$ cat src/rtl/sr_pkg.sv
// Shared types and default timing constants for the srlatch driver.
package sr_pkg;

  typedef enum logic [1:0] {
    IDLE,
    PULSE_S,
    PULSE_R,
    GAP
  } sr_state_t;

  localparam int DEB_CYCLES_DEF   = 4;
  localparam int PULSE_CYCLES_DEF = 3;
  localparam int GAP_CYCLES_DEF   = 2;

endpackage

$ cat src/rtl/sr_debounce.sv
// Two-flop synchronizer, debounce counter and rising-edge detect for one raw request line.
module sr_debounce
  import sr_pkg::*;
#(
  parameter int DEB_CYCLES = DEB_CYCLES_DEF
) (
  input  logic clk,
  input  logic rst_n,
  input  logic din,
  output logic rise
);

  localparam int CW = $clog2(DEB_CYCLES + 1);
  localparam logic [CW-1:0] DEB_LAST = CW'(DEB_CYCLES - 1);

  logic          sync1_q;
  logic          sync2_q;
  logic          deb_q;
  logic          deb_d;
  logic [CW-1:0] cnt_q;
  logic [CW-1:0] cnt_d;

  // The count reaching DEB_CYCLES flips the level and restarts the count in one step.
  always_comb begin
    deb_d = deb_q;
    cnt_d = '0;
    if (sync2_q != deb_q) begin
      if (cnt_q == DEB_LAST) begin
        deb_d = ~deb_q;
      end else begin
        cnt_d = cnt_q + CW'(1);
      end
    end
  end

  always_ff @(posedge clk or negedge rst_n) begin
    if (!rst_n) begin
      sync1_q <= 1'b0;
      sync2_q <= 1'b0;
      deb_q   <= 1'b0;
      cnt_q   <= '0;
    end else begin
      sync1_q <= din;
      sync2_q <= sync1_q;
      deb_q   <= deb_d;
      cnt_q   <= cnt_d;
    end
  end

  // Taken from the next level so the pending bit is set on the same edge deb rises.
  assign rise = deb_d & ~deb_q;

endmodule

$ cat src/rtl/sr_drive.sv
// Latch driver: debounced set/reset requests become non-overlapping s/r pulses with
// a trailing idle gap, plus a registered model of the latch output.
module sr_drive
  import sr_pkg::*;
#(
  parameter int DEB_CYCLES   = DEB_CYCLES_DEF,
  parameter int PULSE_CYCLES = PULSE_CYCLES_DEF,
  parameter int GAP_CYCLES   = GAP_CYCLES_DEF
) (
  input  logic clk,
  input  logic rst_n,
  input  logic set_in,
  input  logic rst_in,
  output logic s,
  output logic r,
  output logic busy,
  output logic q_model,
  output logic conflict
);

  localparam int TMAX = (PULSE_CYCLES > GAP_CYCLES) ? PULSE_CYCLES : GAP_CYCLES;
  localparam int TW   = $clog2(TMAX + 1);
  localparam logic [TW-1:0] P_LAST = TW'(PULSE_CYCLES - 1);
  localparam logic [TW-1:0] G_LAST = TW'(GAP_CYCLES - 1);

  logic rise_s;
  logic rise_r;

  sr_debounce #(.DEB_CYCLES(DEB_CYCLES)) u_deb_set (
    .clk   (clk),
    .rst_n (rst_n),
    .din   (set_in),
    .rise  (rise_s)
  );

  sr_debounce #(.DEB_CYCLES(DEB_CYCLES)) u_deb_rst (
    .clk   (clk),
    .rst_n (rst_n),
    .din   (rst_in),
    .rise  (rise_r)
  );

  sr_state_t     state_q, state_d;
  logic [TW-1:0] tmr_q, tmr_d;
  logic          pend_s_q, pend_s_d;
  logic          pend_r_q, pend_r_d;
  logic          s_q, s_d;
  logic          r_q, r_d;
  logic          busy_q, busy_d;
  logic          q_model_q, q_model_d;
  logic          conflict_q, conflict_d;
  logic          take_s;
  logic          take_r;

  always_comb begin
    state_d   = state_q;
    tmr_d     = tmr_q;
    q_model_d = q_model_q;
    take_s    = 1'b0;
    take_r    = 1'b0;
    case (state_q)
      IDLE: begin
        tmr_d = '0;
        if (pend_s_q) begin
          state_d = PULSE_S;
          take_s  = 1'b1;
        end else if (pend_r_q) begin
          state_d = PULSE_R;
          take_r  = 1'b1;
        end
      end
      PULSE_S, PULSE_R: begin
        if (tmr_q == P_LAST) begin
          state_d   = GAP;
          tmr_d     = '0;
          q_model_d = (state_q == PULSE_S);
        end else begin
          tmr_d = tmr_q + TW'(1);
        end
      end
      GAP: begin
        if (tmr_q == G_LAST) begin
          state_d = IDLE;
          tmr_d   = '0;
        end else begin
          tmr_d = tmr_q + TW'(1);
        end
      end
      default: begin
        state_d = IDLE;
        tmr_d   = '0;
      end
    endcase

    // Simultaneous edges cancel each other; otherwise the newest request replaces the other kind.
    pend_s_d   = pend_s_q & ~take_s;
    pend_r_d   = pend_r_q & ~take_r;
    conflict_d = 1'b0;
    if (rise_s && rise_r) begin
      conflict_d = 1'b1;
    end else if (rise_s) begin
      pend_s_d = 1'b1;
      pend_r_d = 1'b0;
    end else if (rise_r) begin
      pend_r_d = 1'b1;
      pend_s_d = 1'b0;
    end

    s_d    = (state_d == PULSE_S);
    r_d    = (state_d == PULSE_R);
    busy_d = (state_d != IDLE);
  end

  always_ff @(posedge clk or negedge rst_n) begin
    if (!rst_n) begin
      state_q    <= IDLE;
      tmr_q      <= '0;
      pend_s_q   <= 1'b0;
      pend_r_q   <= 1'b0;
      s_q        <= 1'b0;
      r_q        <= 1'b0;
      busy_q     <= 1'b0;
      q_model_q  <= 1'b0;
      conflict_q <= 1'b0;
    end else begin
      state_q    <= state_d;
      tmr_q      <= tmr_d;
      pend_s_q   <= pend_s_d;
      pend_r_q   <= pend_r_d;
      s_q        <= s_d;
      r_q        <= r_d;
      busy_q     <= busy_d;
      q_model_q  <= q_model_d;
      conflict_q <= conflict_d;
    end
  end

  assign s        = s_q;
  assign r        = r_q;
  assign busy     = busy_q;
  assign q_model  = q_model_q;
  assign conflict = conflict_q;

endmodule

$ cat config.mk
export PLATFORM = sky130hd
export DESIGN_NAME = sr_drive
export DESIGN_NICKNAME = d
export VERILOG_FILES = /design/src/rtl/sr_pkg.sv /design/src/rtl/sr_debounce.sv /design/src/rtl/sr_drive.sv
export SDC_FILE = /design/constraint.sdc
export NUM_CORES = 1
export LEC_CHECK = 0
export ABC_CLOCK_PERIOD_IN_PS = 1400
export BUFFER_PORTS_ARGS = -buffer_cell sky130_fd_sc_hd__clkbuf_2
export CAP_MARGIN = 40
export CORE_MARGIN = 8
export CORE_UTILIZATION = 50
export CTS_BUF_LIST = sky130_fd_sc_hd__clkbuf_16
export DETAILED_ROUTE_END_ITERATION = 7
export GPL_TIMING_DRIVEN = 0
export PLACE_DENSITY = 0.73
export SETUP_SLACK_MARGIN = 0.5
export SLEW_MARGIN = 20
export SYNTH_ARGS = -nofsm -noshare
export SYNTH_HDL_FRONTEND = slang
export SYNTH_SLANG_ARGS = --single-unit
$ cat constraint.sdc
create_clock -name clk -period 1.4 [get_ports clk]
set_input_delay 0.28 -clock clk [delete_from_list [all_inputs] [get_ports clk]]
set_output_delay 0.28 -clock clk [all_outputs]
set_load 0.05 [all_outputs]
# Word level (Yosys, flattened, before mapping)
# Index checks and enable logic that the tools add are counted.
# W data, S select, Z words.
# word_totals
word_cells,72
out_inout_bits,5
ff_bits,23
# classes
bitwise_logic,8
add_sub_neg,3
eq_ne,11
n_reduce_logical,5
muxes,28
# op_table
operator,n
$mux W1,16
$mux W2,6
$mux W3,4
$pmux W2 S3,2
$eq A2 B2 Y1 const B,4
$add A3 B1 Y3 const B,2
$eq A2 B1 Y1 const B,3
$eq A3 B2 Y1 const B,2
$and A1 B1 Y1,4
$not A1 Y1,4
$add A2 B1 Y2 const B,1
$logic_not A2 Y1,1
$ne A1 B1 Y1,2
$reduce_and A2 Y1,1
$reduce_bool A2 Y1,1
$reduce_or A2 Y1,1
$logic_and A1 B1 Y1,1

# Logic depth before layout (Yosys ltp)
# logic_depth
depth_word,8
mapped_depth,7

# Cells and area by module
# From an unflattened synthesis, not the netlist that was laid out.
# hier_totals
hier_cells,80
hier_area_um2,1009.7
# by_module_without_submodules
module,cells_per_inst,area_per_inst_um2,seq_area_each_um2,n_inst
sr_drive,52,551.8,275.3,1
sr_debounce at u_deb_rst,14,231.5,150.1,1
sr_debounce at u_deb_set,14,226.5,150.1,1

# Least setup slack after synthesis
# No wires, ideal clock.
# synth_path
path_type,register -> register
from,register state_q[0]
to,"register s_q, in the netlist s"
slack_ns,-0.037
n_path_buf,0
synth_period_minus_slack_ns,1.437
stages_incl_launch_ff,8
arrival_ns,1.369
setup_ns,0.069
cell_sequence,dfrtp_1 -> inv_1 -> ha_1 -> nor2b_2 -> o21ai_1 -> and3_4 -> inv_2 -> nor2_2
# synth_between
elab_chain_len,4
# synth_lines
element,line_no,source
start: declaration,sr_drive.sv:43,"sr_state_t state_q, state_d;"
start signal: assignment,sr_drive.sv:126,state_q <= state_d;
$eq A2 B1 Y1 / $eq A2 B2 Y1 (equally long branches),sr_drive.sv:61,case (state_q)
$reduce_or A2 Y1,sr_drive.sv:61,
$pmux W2 S3 (*),sr_drive.sv:61,
net state_d[1],sr_drive.sv:43,
$eq A2 B1 Y1 (*),sr_drive.sv:109,s_d = (state_d == PULSE_S);
net s_d,sr_drive.sv:47,"logic s_q, s_d;"
end signal: assignment,sr_drive.sv:120,s_q <= 1'b0;
end signal: assignment,sr_drive.sv:130,s_q <= s_d;
end: declaration,sr_drive.sv:47,
# Mark *: on every way through the listed nets, which the timed path passes. The rest lies on a longest branch.
# A chain may end at the register's enable or synchronous reset.

# Worst setup path after layout
# layout_path
from,register state_q[1]
to,"register q_model_q, in the netlist q_model"
# layout_between
elab_chain_len,3
# layout_lines
element,line_no,source
$eq A2 B1 Y1 / $eq A2 B2 Y1 (equally long branches),"sr_drive.sv:61, sr_drive.sv:76",
$reduce_or A2 Y1,sr_drive.sv:61,
$reduce_and A2 Y1 (no source line),n/a,
end signal: assignment,sr_drive.sv:133,q_model_q <= q_model_d;
end: declaration,sr_drive.sv:50,"logic q_model_q, q_model_d;"
# Several ways; a longest one is shown, not always the timed one.

==> results.sh <==
export IMPL_outcome="finished, violations left"
export IMPL_violations="negative setup slack"
export IMPL_synth_compound_area_share_pct=4.598
export IMPL_p_clk_share_pct=23.6
export IMPL_die_h_um=60.27
export IMPL_synthTopCellsByArea="dfrtp_1 (59%), ha_1 (6.4%), nor2b_1 (3.2%), nor3b_1 (3.1%), nor2b_2 (2.7%)"
export IMPL_finalHoldViolCount=0
export IMPL_yosysUniqueCellTypes=24
export IMPL_clock_fmax_mhz=685.9
export IMPL_synth_area_per_cell_sq_um=12.25
export IMPL_n_antenna_cell=0
export IMPL_power_frac_comb_pct=40.4
export IMPL_worst_slack_ns=-0.05788
export IMPL_grt_pass1_vias=773
export IMPL_worst_slew_pin_slew_ns=0.5526
export IMPL_post_synth_and_or_nand_nor_area_fraction_pct=19.67
export IMPL_clock_root_buffer="clkbuf_16"
export IMPL_io_pins=9
export IMPL_drive_gt1_share_pct=62.93
export IMPL_start_kind="flop"
export IMPL_final_period_utilization_pct=104.1
export IMPL_core_rowCount=16
export IMPL_ys_seq_area_share_pct=58.75
export IMPL_synthesis_area_sq_um=979.7
export IMPL_syn_inst=80
export IMPL_layout_commonest_cell="dfrtp_1"
export IMPL_antenna_left=0
export IMPL_grt_pass1_wl_um=3629
export IMPL_cts_num_sinks=23
export IMPL_start_util_pct=51.51
export IMPL_nNetsFinal=126
export IMPL_yosys_warnings=0
export IMPL_track_usage_pct=13.86
export IMPL_slew_headroom_pct=63.16
export IMPL_finalSetupViolations=5
export IMPL_met3RoutedLength_um=96
export IMPL_muxShareOfSynthArea_pct=3.448
export IMPL_p_per_area_nw_per_um2=1664
export IMPL_drcViolationCount=0
export IMPL_maxCapViolCount=0
export IMPL_die_area_sq_um=3632
export IMPL_syn2layout_area_growth_pct=56.96
export IMPL_vdd_drop_max_v=0.001670
export IMPL_die_w_um=60.27
export IMPL_hold_path_class="in2async"
export IMPL_fin_skew_ns=0.0009399
export IMPL_power_share_sequential_pct=36.0
export IMPL_clk_latency_ns=0.25
export IMPL_clk_pin_slew_ns=0.06
export IMPL_met1Wirelength_um=880
export IMPL_drtIter0Drc=9
export IMPL_viasPerCell=4.909
export IMPL_switchingPower_mw=0.7919
export IMPL_final_cell_mix="dfrtp_1 (21), buf_4 (15), buf_6 (9), buf_8 (5)"
export IMPL_antenna_found_initial=0
export IMPL_io_buffers=8
export IMPL_intPower_mw=1.767
export IMPL_leakage_nw=0.7323
export IMPL_routed_wl_um=2313
export IMPL_detailedRoute_firstPassIterationCount=4
export IMPL_ys_seq_elements=23
export IMPL_rsz0062_at_grt="yes"
export IMPL_dp_hpwl_um=1042
export IMPL_finalNonFillerCells=143
export IMPL_cts_tree="yes"
export IMPL_fin_setup_tns_ns=-0.2001
export IMPL_min_period_ns=1.458
export IMPL_grt_max_degree=24
export IMPL_dr_wl_met2_um=1300
export IMPL_slew_violations=0
export IMPL_clockBufferDepth=2
export IMPL_htreeDepth=1
export IMPL_crit_path_end_kind="flop"
export IMPL_core_area_sq_um=1902
export IMPL_crit_path_max_fanout=4
export IMPL_cts_buffers=3
export IMPL_vias=702
export IMPL_grt_overflow_total=0
export IMPL_yosys_area_top_type="dfrtp_1"
export IMPL_cp_data_required_time_ns=1.54
export IMPL_drt_wirelength_per_cell_um=16.17
export IMPL_synthAdderAreaFrac_pct=8.685
export IMPL_place_gp_congestion=0.7285
export IMPL_sw_frac_of_total_pct=30.95
export IMPL_dpl_cell_count=115
export IMPL_worstSetupPathType="reg2reg"
export IMPL_synth_top_cell_area_share_pct=58.75
export IMPL_synth_top_family_by_area="simple AND/OR/NAND/NOR gates"
export IMPL_crit_arrival_ns=1.60
export IMPL_routed_top_layer="met4"
export IMPL_hold_buffers=0
export IMPL_synth_xor_area_share_pct=1.788
export IMPL_synth_fp_nets=89
logic make-up after synthesis:
family | after synthesis
buffers and inverters | 8
adder cells (fa/ha/maj) | 7
AND/OR/NAND/NOR | 29
multiplexers | 3
XOR/XNOR | 2
AO/OA/AOI/OAI | 8
flip-flops | 23
Yosys cell counts, drive strengths merged:
cell type / count
nand3b: 2
nor3b: 4
and3: 2
mux2: 3
inv: 8
dfrtp: 23
xnor2: 2
and2: 2
o211ai: 2
a21oi: 2
and2b: 1
nand3: 1
nor2b: 8
maj3: 2
ha: 5
nor3: 3
nand2: 3
o21ai: 4
nor2: 3
layout make-up:
cell class	count	area, sq um
flip-flops and latches	23	578.1
multi-input cells	49	509.2
inverters	8	32.53
clock buffers	3	75.07
repair buffers	32	304.0
fillers	106	364.1
well taps	27	33.78
clock inverters	1	5.005
state kept, by name, indices dropped and copies added, names as in the netlist, 2 cells and up:
signal and count:
u_deb_rst.cnt_q 3, u_deb_set.cnt_q 3, state_q 2, tmr_q 2
critical path, cell delays in order, from the launching register on:
cell     delay (ns)
dfrtp_2        0.43
inv_2          0.07
ha_4           0.28
nor2b_4        0.20
nand2_2        0.07
mux2_4         0.29
timing repair:
item                                    CTS  global route
pin swaps                                15            10
resized for setup                        34            12
endpoints found under the setup margin   23            24
buffers inserted                         16             8
power by group through the flow:
| stage | Combinational (mW) | Sequential, mW | Clock (mW) |
|---|---|---|---|
| 2_1_floorplan | 0.393 | 0.945 | 0 |
| 3_3_place_gp | 0.543 | 0.889 | 0 |
| 3_5_place_dp | 0.564 | 0.898 | 0 |
| 4_1_cts | 0.889 | 0.905 | 0.619 |
| 5_1_grt | 1.11 | 0.941 | 0.651 |
| 6_report | 1.03 | 0.922 | 0.604 |
per-layer routing:
| metal | track usage, % | vias to the layer above |
|---|---|---|
| met3 | 4.731 | 4 |
| li1 | - | 335 |
| met5 | 0 | - |
| met2 | 26.07 | 12 |
| met1 | 13.60 | 351 |
| met4 | 4.422 | 0 |
path summary, 6_finish.rpt:
check                                  startpoint           endpoint  slack [ns]  cells after the start
worst max-delay path                   state_q[1]            q_model       -0.06                      5
worst min-delay path                        rst_n               busy       0.005                      1
worst max register to register         state_q[1]            q_model       -0.06                      5
worst min register to register  u_deb_set.sync1_q  u_deb_set.sync2_q        0.35                      0
max in group asynchronous                   rst_n         state_q[1]        1.00                      1
min in group clk                           set_in  u_deb_set.sync1_q        0.13                      1
through the flow:
| stage | total power, mW | setup WS [ns] | hold WS [ns] | util, % | area, sq um |
|---|---|---|---|---|---|
| 2_1_floorplan | 1.338 | 0.06409 | -0.01559 | - | 1023 |
| 3_3_place_gp | 1.432 | -0.02631 | 0.2808 | 57.70 | 1097 |
| 3_5_place_dp | 1.462 | -0.07198 | 0.2906 | 57.70 | 1097 |
| 4_1_cts | 2.413 | -0.02702 | 0.02436 | 76.05 | 1446 |
| 5_1_grt | 2.699 | -0.08680 | 0.05381 | 80.86 | 1538 |
| 6_report | 2.559 | -0.05788 | 0.005168 | 80.86 | 1538 |
Power figures use the tool's default switching activity.
